===== src/rtl/tpm_response_tx.sv =====
// TPM response transmitter: builds the 10-byte big-endian response header and streams it, then the body bytes.
// Optional body stall timeout is compiled in with `define TPM_RSP_STALL_TIMEOUT_EN.
module tpm_response_tx #(
  parameter int BODY_W      = 16,
  parameter int STALL_LIMIT = 1024
) (
  input  logic              clock,
  input  logic              reset,
  input  logic              rsp_start,
  input  logic [15:0]       rsp_tag,
  input  logic [31:0]       rsp_code,
  input  logic [BODY_W-1:0] body_len,
  input  logic [7:0]        body_data,
  input  logic              body_valid,
  output logic              body_ready,
  output logic [7:0]        tx_data,
  output logic              tx_valid,
  input  logic              tx_ready,
  output logic              busy,
  output logic              done,
  output logic              abort
);

  typedef enum logic [1:0] {IDLE, HDR, BODY, DONE} state_e;

  state_e            state_q, state_d;
  logic [79:0]       hdr_q, hdr_d;
  logic [3:0]        idx_q, idx_d;
  logic [BODY_W-1:0] remain_q, remain_d;
  logic [BODY_W-1:0] eff_len;
  logic [15:0]       eff_tag;
  logic [31:0]       size;
  logic              xfer;

`ifdef TPM_RSP_STALL_TIMEOUT_EN
  logic              stalled_q, stalled_d;
  logic              abort_q, abort_d;
  logic [31:0]       stall_cnt_q, stall_cnt_d;
`endif

  if (BODY_W < 1 || BODY_W > 31) begin : g_bad_body_w
    $error("tpm_response_tx: BODY_W must be in 1..31");
  end
  if (STALL_LIMIT < 1) begin : g_bad_stall_limit
    $error("tpm_response_tx: STALL_LIMIT must be at least 1");
  end

  // The header is held as a shift register so the outbound byte is always a flop output.
  always_comb begin
    eff_len    = (rsp_code == 32'd0) ? body_len : '0;
    eff_tag    = (rsp_code == 32'd0) ? rsp_tag : 16'h8001;
    size       = 32'd10 + 32'(eff_len);
    state_d    = state_q;
    hdr_d      = hdr_q;
    idx_d      = idx_q;
    remain_d   = remain_q;
    xfer       = 1'b0;
    tx_data    = hdr_q[79:72];
    tx_valid   = 1'b0;
    body_ready = 1'b0;
    busy       = 1'b0;
    done       = 1'b0;
`ifdef TPM_RSP_STALL_TIMEOUT_EN
    stalled_d   = stalled_q;
    stall_cnt_d = stall_cnt_q;
    abort_d     = 1'b0;
`endif
    unique case (state_q)
      IDLE: begin
        if (rsp_start) begin
          hdr_d    = {eff_tag, size, rsp_code};
          idx_d    = '0;
          remain_d = eff_len;
`ifdef TPM_RSP_STALL_TIMEOUT_EN
          stalled_d   = 1'b0;
          stall_cnt_d = '0;
`endif
          state_d  = HDR;
        end
      end
      HDR: begin
        busy     = 1'b1;
        tx_valid = 1'b1;
        if (tx_ready) begin
          hdr_d = {hdr_q[71:0], 8'h00};
          idx_d = idx_q + 4'd1;
          if (idx_q == 4'd9) begin
            idx_d   = '0;
            state_d = (remain_q != '0) ? BODY : DONE;
          end
        end
      end
      BODY: begin
        busy       = 1'b1;
        tx_data    = body_data;
        tx_valid   = body_valid;
        body_ready = tx_ready;
        xfer       = body_valid & tx_ready;
`ifdef TPM_RSP_STALL_TIMEOUT_EN
        // Once stalled, pad with zeros so the frame still matches the advertised size.
        if (stalled_q) begin
          tx_data    = 8'h00;
          tx_valid   = 1'b1;
          body_ready = 1'b0;
          xfer       = tx_ready;
        end else if (body_valid) begin
          stall_cnt_d = '0;
        end else if (stall_cnt_q == 32'(STALL_LIMIT - 1)) begin
          stalled_d = 1'b1;
          abort_d   = 1'b1;
        end else begin
          stall_cnt_d = stall_cnt_q + 32'd1;
        end
`endif
        if (xfer) begin
          remain_d = remain_q - BODY_W'(1);
          if (remain_q == BODY_W'(1)) begin
            state_d = DONE;
          end
        end
      end
      DONE: begin
        done    = 1'b1;
        state_d = IDLE;
      end
      default: state_d = IDLE;
    endcase
  end

  always_ff @(posedge clock) begin
    if (reset) begin
      state_q  <= IDLE;
      hdr_q    <= '0;
      idx_q    <= '0;
      remain_q <= '0;
    end else begin
      state_q  <= state_d;
      hdr_q    <= hdr_d;
      idx_q    <= idx_d;
      remain_q <= remain_d;
    end
  end

`ifdef TPM_RSP_STALL_TIMEOUT_EN
  always_ff @(posedge clock) begin
    if (reset) begin
      stalled_q   <= 1'b0;
      abort_q     <= 1'b0;
      stall_cnt_q <= '0;
    end else begin
      stalled_q   <= stalled_d;
      abort_q     <= abort_d;
      stall_cnt_q <= stall_cnt_d;
    end
  end

  assign abort = abort_q;
`else
  assign abort = 1'b0;
`endif

endmodule

===== config.mk =====
export PLATFORM = sky130hd
export DESIGN_NAME = tpm_response_tx
export DESIGN_NICKNAME = d
export VERILOG_FILES = /design/src/rtl/tpm_response_tx.sv
export SDC_FILE = /design/constraint.sdc
export NUM_CORES = 1
export LEC_CHECK = 0
export ABC_CLOCK_PERIOD_IN_PS = 3850
export CORE_ASPECT_RATIO = 1.5
export CORE_UTILIZATION = 40
export CTS_BUF_LIST = sky130_fd_sc_hd__clkbuf_8 sky130_fd_sc_hd__clkbuf_16
export DETAILED_ROUTE_END_ITERATION = 16
export PLACE_DENSITY = 0.65
export SYNTH_ARGS = -nofsm -noshare
export SYNTH_HDL_FRONTEND = slang
export SYNTH_SLANG_ARGS = --single-unit

===== constraint.sdc =====
create_clock -name clock -period 3.85 [get_ports clock]
set_clock_uncertainty 0.05 [all_clocks]
set_input_delay 0.77 -clock clock [delete_from_list [all_inputs] [get_ports clock]]
set_output_delay 0.77 -clock clock [all_outputs]
set_load 0.03 [all_outputs]

-- Word level (Yosys, flattened, before mapping)
Index checks and enable logic that the tools add are counted.
- $add $sub $neg: 3
- equal/unequal tests: 10
- mux-type cells: 24
- bitwise gates (word level): 1
- reduce and logical (&&, ||, !) cells: 9
- operators by type and width (operator ; number):
    $mux W80 ; 2
    $pmux W80 S2 ; 1
    $mux W16 ; 4
    $logic_not A32 Y1 ; 1
    $pmux W16 S2 ; 1
    $add A4 B16 Y17 const A ; 1
    $eq A16 B1 Y1 const B ; 1
    $reduce_bool A16 Y1 ; 1
    $sub A16 B1 Y16 const B ; 1
    $mux W4 ; 3
    $mux W2 ; 5
    $ne A2 B2 Y1 const B ; 5
    $mux W8 ; 1
    $pmux W2 S4 ; 1
    $pmux W4 S2 ; 1
    $reduce_and A3 Y1 ; 2
    $reduce_and A5 Y1 ; 1
    $add A4 B1 Y4 const B ; 1
    $eq A2 B2 Y1 const B ; 2
    $eq A4 B4 Y1 const B ; 1
    $mux W1 ; 4
    $reduce_bool A2 Y1 ; 2
    $eq A2 B1 Y1 const B ; 1
    $logic_not A2 Y1 ; 1
    3 further kinds ; 3
- register bits: 102
- input bits: 77
- output and inout bits: 13
- word-level logic and storage cells: 51

-- Logic depth before layout (Yosys ltp)
- word-level depth: 5
- depth in mapped cells: 10
- depth with buffers taken out: 10

-- Worst setup path after synthesis
OpenSTA, ideal clock, no wires.
- path type: input to register
- start point: input port rsp_code[27]
- end point: register hdr_q[43]
- library setup time: 0.122 ns
- arrival time: 2.747 ns
- required time: 3.678 ns
- slack: 0.932 ns
- stages on the path: 10
- path buffers: 0
- cell sequence: nor4_1 > nand4_1 > nor2_1 > and2_1 > ha_1 > nor2_1 > nor4b_1 > xor2_1 > a221oi_1 > nor2_1
- longest elaborated chain between the ends: 5
- RTL lines (element ; line ; RTL):
    start: declaration ; 11 ; input logic [31:0] rsp_code,
    $logic_not A32 Y1 ; 50 ; eff_len = (rsp_code == 32'd0) ? body_len : '0;
    $mux W16 ; 50 ;
    $add A4 B16 Y17 ; 52 ; size = 32'd10 + 32'(eff_len);
    $mux W80 ; 70 ; if (rsp_start) begin
    $pmux W80 S2 ; 68 ; unique case (state_q)
    end signal: assignment ; 138 ; hdr_q <= hdr_d;
    end: declaration ; 27 ; logic [79:0] hdr_q, hdr_d;
Every way passes these cells. The select of a mux whose other input is x is not followed.
A chain may end at the register's enable or synchronous reset.

-- Worst setup path in the final report
- start point: register state_q[0]
- end point: output port tx_data[6]
- longest elaborated chain between the ends: 2
- RTL lines (element ; line ; RTL):
    start: declaration ; 26 ; state_e state_q, state_d;
    start signal: assignment ; 137 ; state_q <= state_d;
    $eq A2 B2 Y1 ; 68 ;
    $mux W8 ; 68 ;
    end: declaration ; 16 ; output logic [7:0] tx_data,
Every way passes these cells.

==> metrics.txt <==
Net Sw Frac between 40% and 50%; DR WL/cell roughly 17 um; Post-synth EDFFs 0; I/O pins 90; unique cell type count in the Yosys netlist 55; # resized after CTS 0; PwrDens approximately 750 nW/um^2; Fmax achieved 299 MHz; fin crit share between 80 and 90%; Worst VDD drop between 0.4 and 0.5 mV; Slew HR between 40 and 50%; post-CTS setup buffers 0; Hold Buf Count CTS 0; Comb pwr share 47.2%; sequential share of power about a third; final-report hold violation count 0; status finished, final reports clean; worst-path fanout max 16; Tmin final ~3.3 ns; largest net degree at the start of global routing 67; later-pin clock latency in the skew report 0.34 ns; Post-Route WL 13,400 um; Static Leak between 0.002 and 0.0025 uW; Setup crit end kind output port; GRT Overall Usage around a fifth; Critical Path Source Type flip-flop; R2R depth 7; Layout Utilization 52.0%; setup TNS 0 ns; Die X between 90 and 100 um; Antenna diodes 0; Mapped Cells just under 600; Die Area ~13,000 sq um; Post-Syn Area approximately 5000 sq um; CTS tree done; Tot Pwr 4760 uW; DRT iter0 DRCs 257; Hold Path Cell Cnt 2; WP data arrival approximately 2.5 ns; cell row count 49; Ys Warns 0; clock share of power 18.3%; vias in the first global route about 4.6k; async set-reset flop share out of synthesis 0%; CTS root buf clkbuf_16; P&R area growth vs syn 25.0%; syn_area_per_cell roughly 8.6 sq um; HPWL Detailed between 9000 and 10,000 um; Seq cells post-synth between 100 and 150; H-tree levels 3; RSZ-0062 raised after global routing false; Post-layout nets roughly 740; Seq/Total Area, Yosys 40.5%; Syn Nets between 600 and 700; Tightest Pin Transition 0.800 ns; grt ovf 0; layout filler cell count about 1.1k; MaxCap Viol Count 0; clk buf depth 2; Residual DRC 0; Initial Util roughly two fifths; Num CTS Buffers 9; Top FF cell, synth dfxtp_1; share of post-route cells with drive strength above 1 about 7.2%; Via Count between 4k and 5k; clk sinks 102; critical path required time 3.03 ns; DR pass1 iterations 4; first-pass GRT wire length 21,700 um; Port-buffer cells between 80 and 90; Final ANT Viol Nets 0; clock slew at reported path FFs 0.07 ns; Crit Path Category reg -> out; vias per cell 5.77; Final setup viols 0; Internal around 2800 uW; Placer Congestion about 0.85; Hold Crit Class reg -> reg; initial antenna violation count 0; core area between 10,000 and 15,000 sq um; count of final max-slew check failures 0; die span in y 140 um; Psw around 2000 uW
worst max-delay path: stages, from the launching register on:
cell and delay [ns]:
dfxtp_1 0.34, inv_1 0.13, ha_1 0.68, mux2_2 0.41, clkdlybuf4s50_1 0.60
cells by family after synthesis:
| family | Yosys count | share of synthesized area [%] |
|---|---|---|
| other | 1 | 0.0743 |
| buffers and inverters | 57 | 4.61 |
| flip-flops | 102 | 40.5 |
| AND/OR/NAND/NOR | 187 | 17.8 |
| XOR/XNOR | 12 | 2.08 |
| multiplexers | 42 | 8.55 |
| adder cells (fa/ha/maj) | 10 | 2.48 |
| AO/OA/AOI/OAI | 174 | 24.0 |
synth_stat cells, types with 12 or more instances:
| library cell | instances | area, sq um |
|---|---|---|
| a21oi_1 | 24 | 120 |
| clkbuf_1 | 42 | 158 |
| nand2_1 | 12 | 45.0 |
| a211oi_1 | 33 | 248 |
| a22oi_1 | 15 | 113 |
| o21ai_0 | 43 | 215 |
| nor3_1 | 16 | 80.1 |
| nor4_1 | 15 | 93.8 |
| nor2_1 | 96 | 360 |
| dfxtp_1 | 102 | 2040 |
| mux2i_1 | 33 | 330 |
| a221oi_1 | 30 | 263 |
power groups by stage:
stage | logic (uW) | clock network, uW | registers [uW]
floorplan | 1660 | 0 | 1580
global placement | 2190 | 0 | 1650
detailed placement | 2240 | 0 | 1660
CTS | 2250 | 890 | 1640
global route | 2480 | 932 | 1680
finish | 2240 | 872 | 1640
through the flow:
stage               std cells  hold slack (ns)  setup slack [ns]  cell area, sq um
floorplan                 585            0.400             0.932              5050
global placement          790            0.410             0.311              6020
detailed placement        790            0.417             0.229              6020
CTS                       806            0.426             0.487              6310
global route              806            0.442             0.305              6310
finish                    806            0.425             0.505              6310
flip-flops by register name, indices dropped and copies added, names as in the netlist:
signal    cells
remain_q     16
state_q       2
idx_q         4
hdr_q        80
final timing paths:
kind | endpoint | slack, ns | start
hold / removal | remain_q[11] | 0.42 | remain_q[11]
setup / recovery | tx_data[6] | 0.51 | state_q[0]
setup reg to reg | remain_q[7] | 1.07 | state_q[0]
hold reg to reg | remain_q[11] | 0.42 | remain_q[11]
final cells by class:
class	count	area [sq um]	share of cell area, %
multi-input combinational	426	2780	44.1
sequential	102	2040	32.4
timing repair buffer	99	971	15.4
clock buffer	11	253	4.01
tap	153	191	3.03
inverter	10	37.5	0.595
clock inverter	5	33.8	0.536
placed cells by master (no fill, tap or decap), types with 12 or more instances in the layout:
cell type / count
dfxtp_1: 102
nor2_1: 96
clkdlybuf4s50_1: 87
o21ai_0: 43
mux2i_1: 33
a211oi_1: 33
a221oi_1: 30
a21oi_1: 24
nor4_1: 15
nor3_1: 15
a22oi_1: 15
nand2_1: 12
metal layers:
| metal | global-route usage [%] | part of all wire [%] | up-vias |
|---|---|---|---|
| met5 | 0 | 0 | - |
| met2 | 35.7 | 50 | 120 |
| li1 | - | - | 2311 |
| met1 | 25.6 | 44 | 2208 |
| met4 | 7.94 | 2.0 | 0 |
| met3 | 3.77 | 4.4 | 14 |
(Power assumes the default switching activity.)
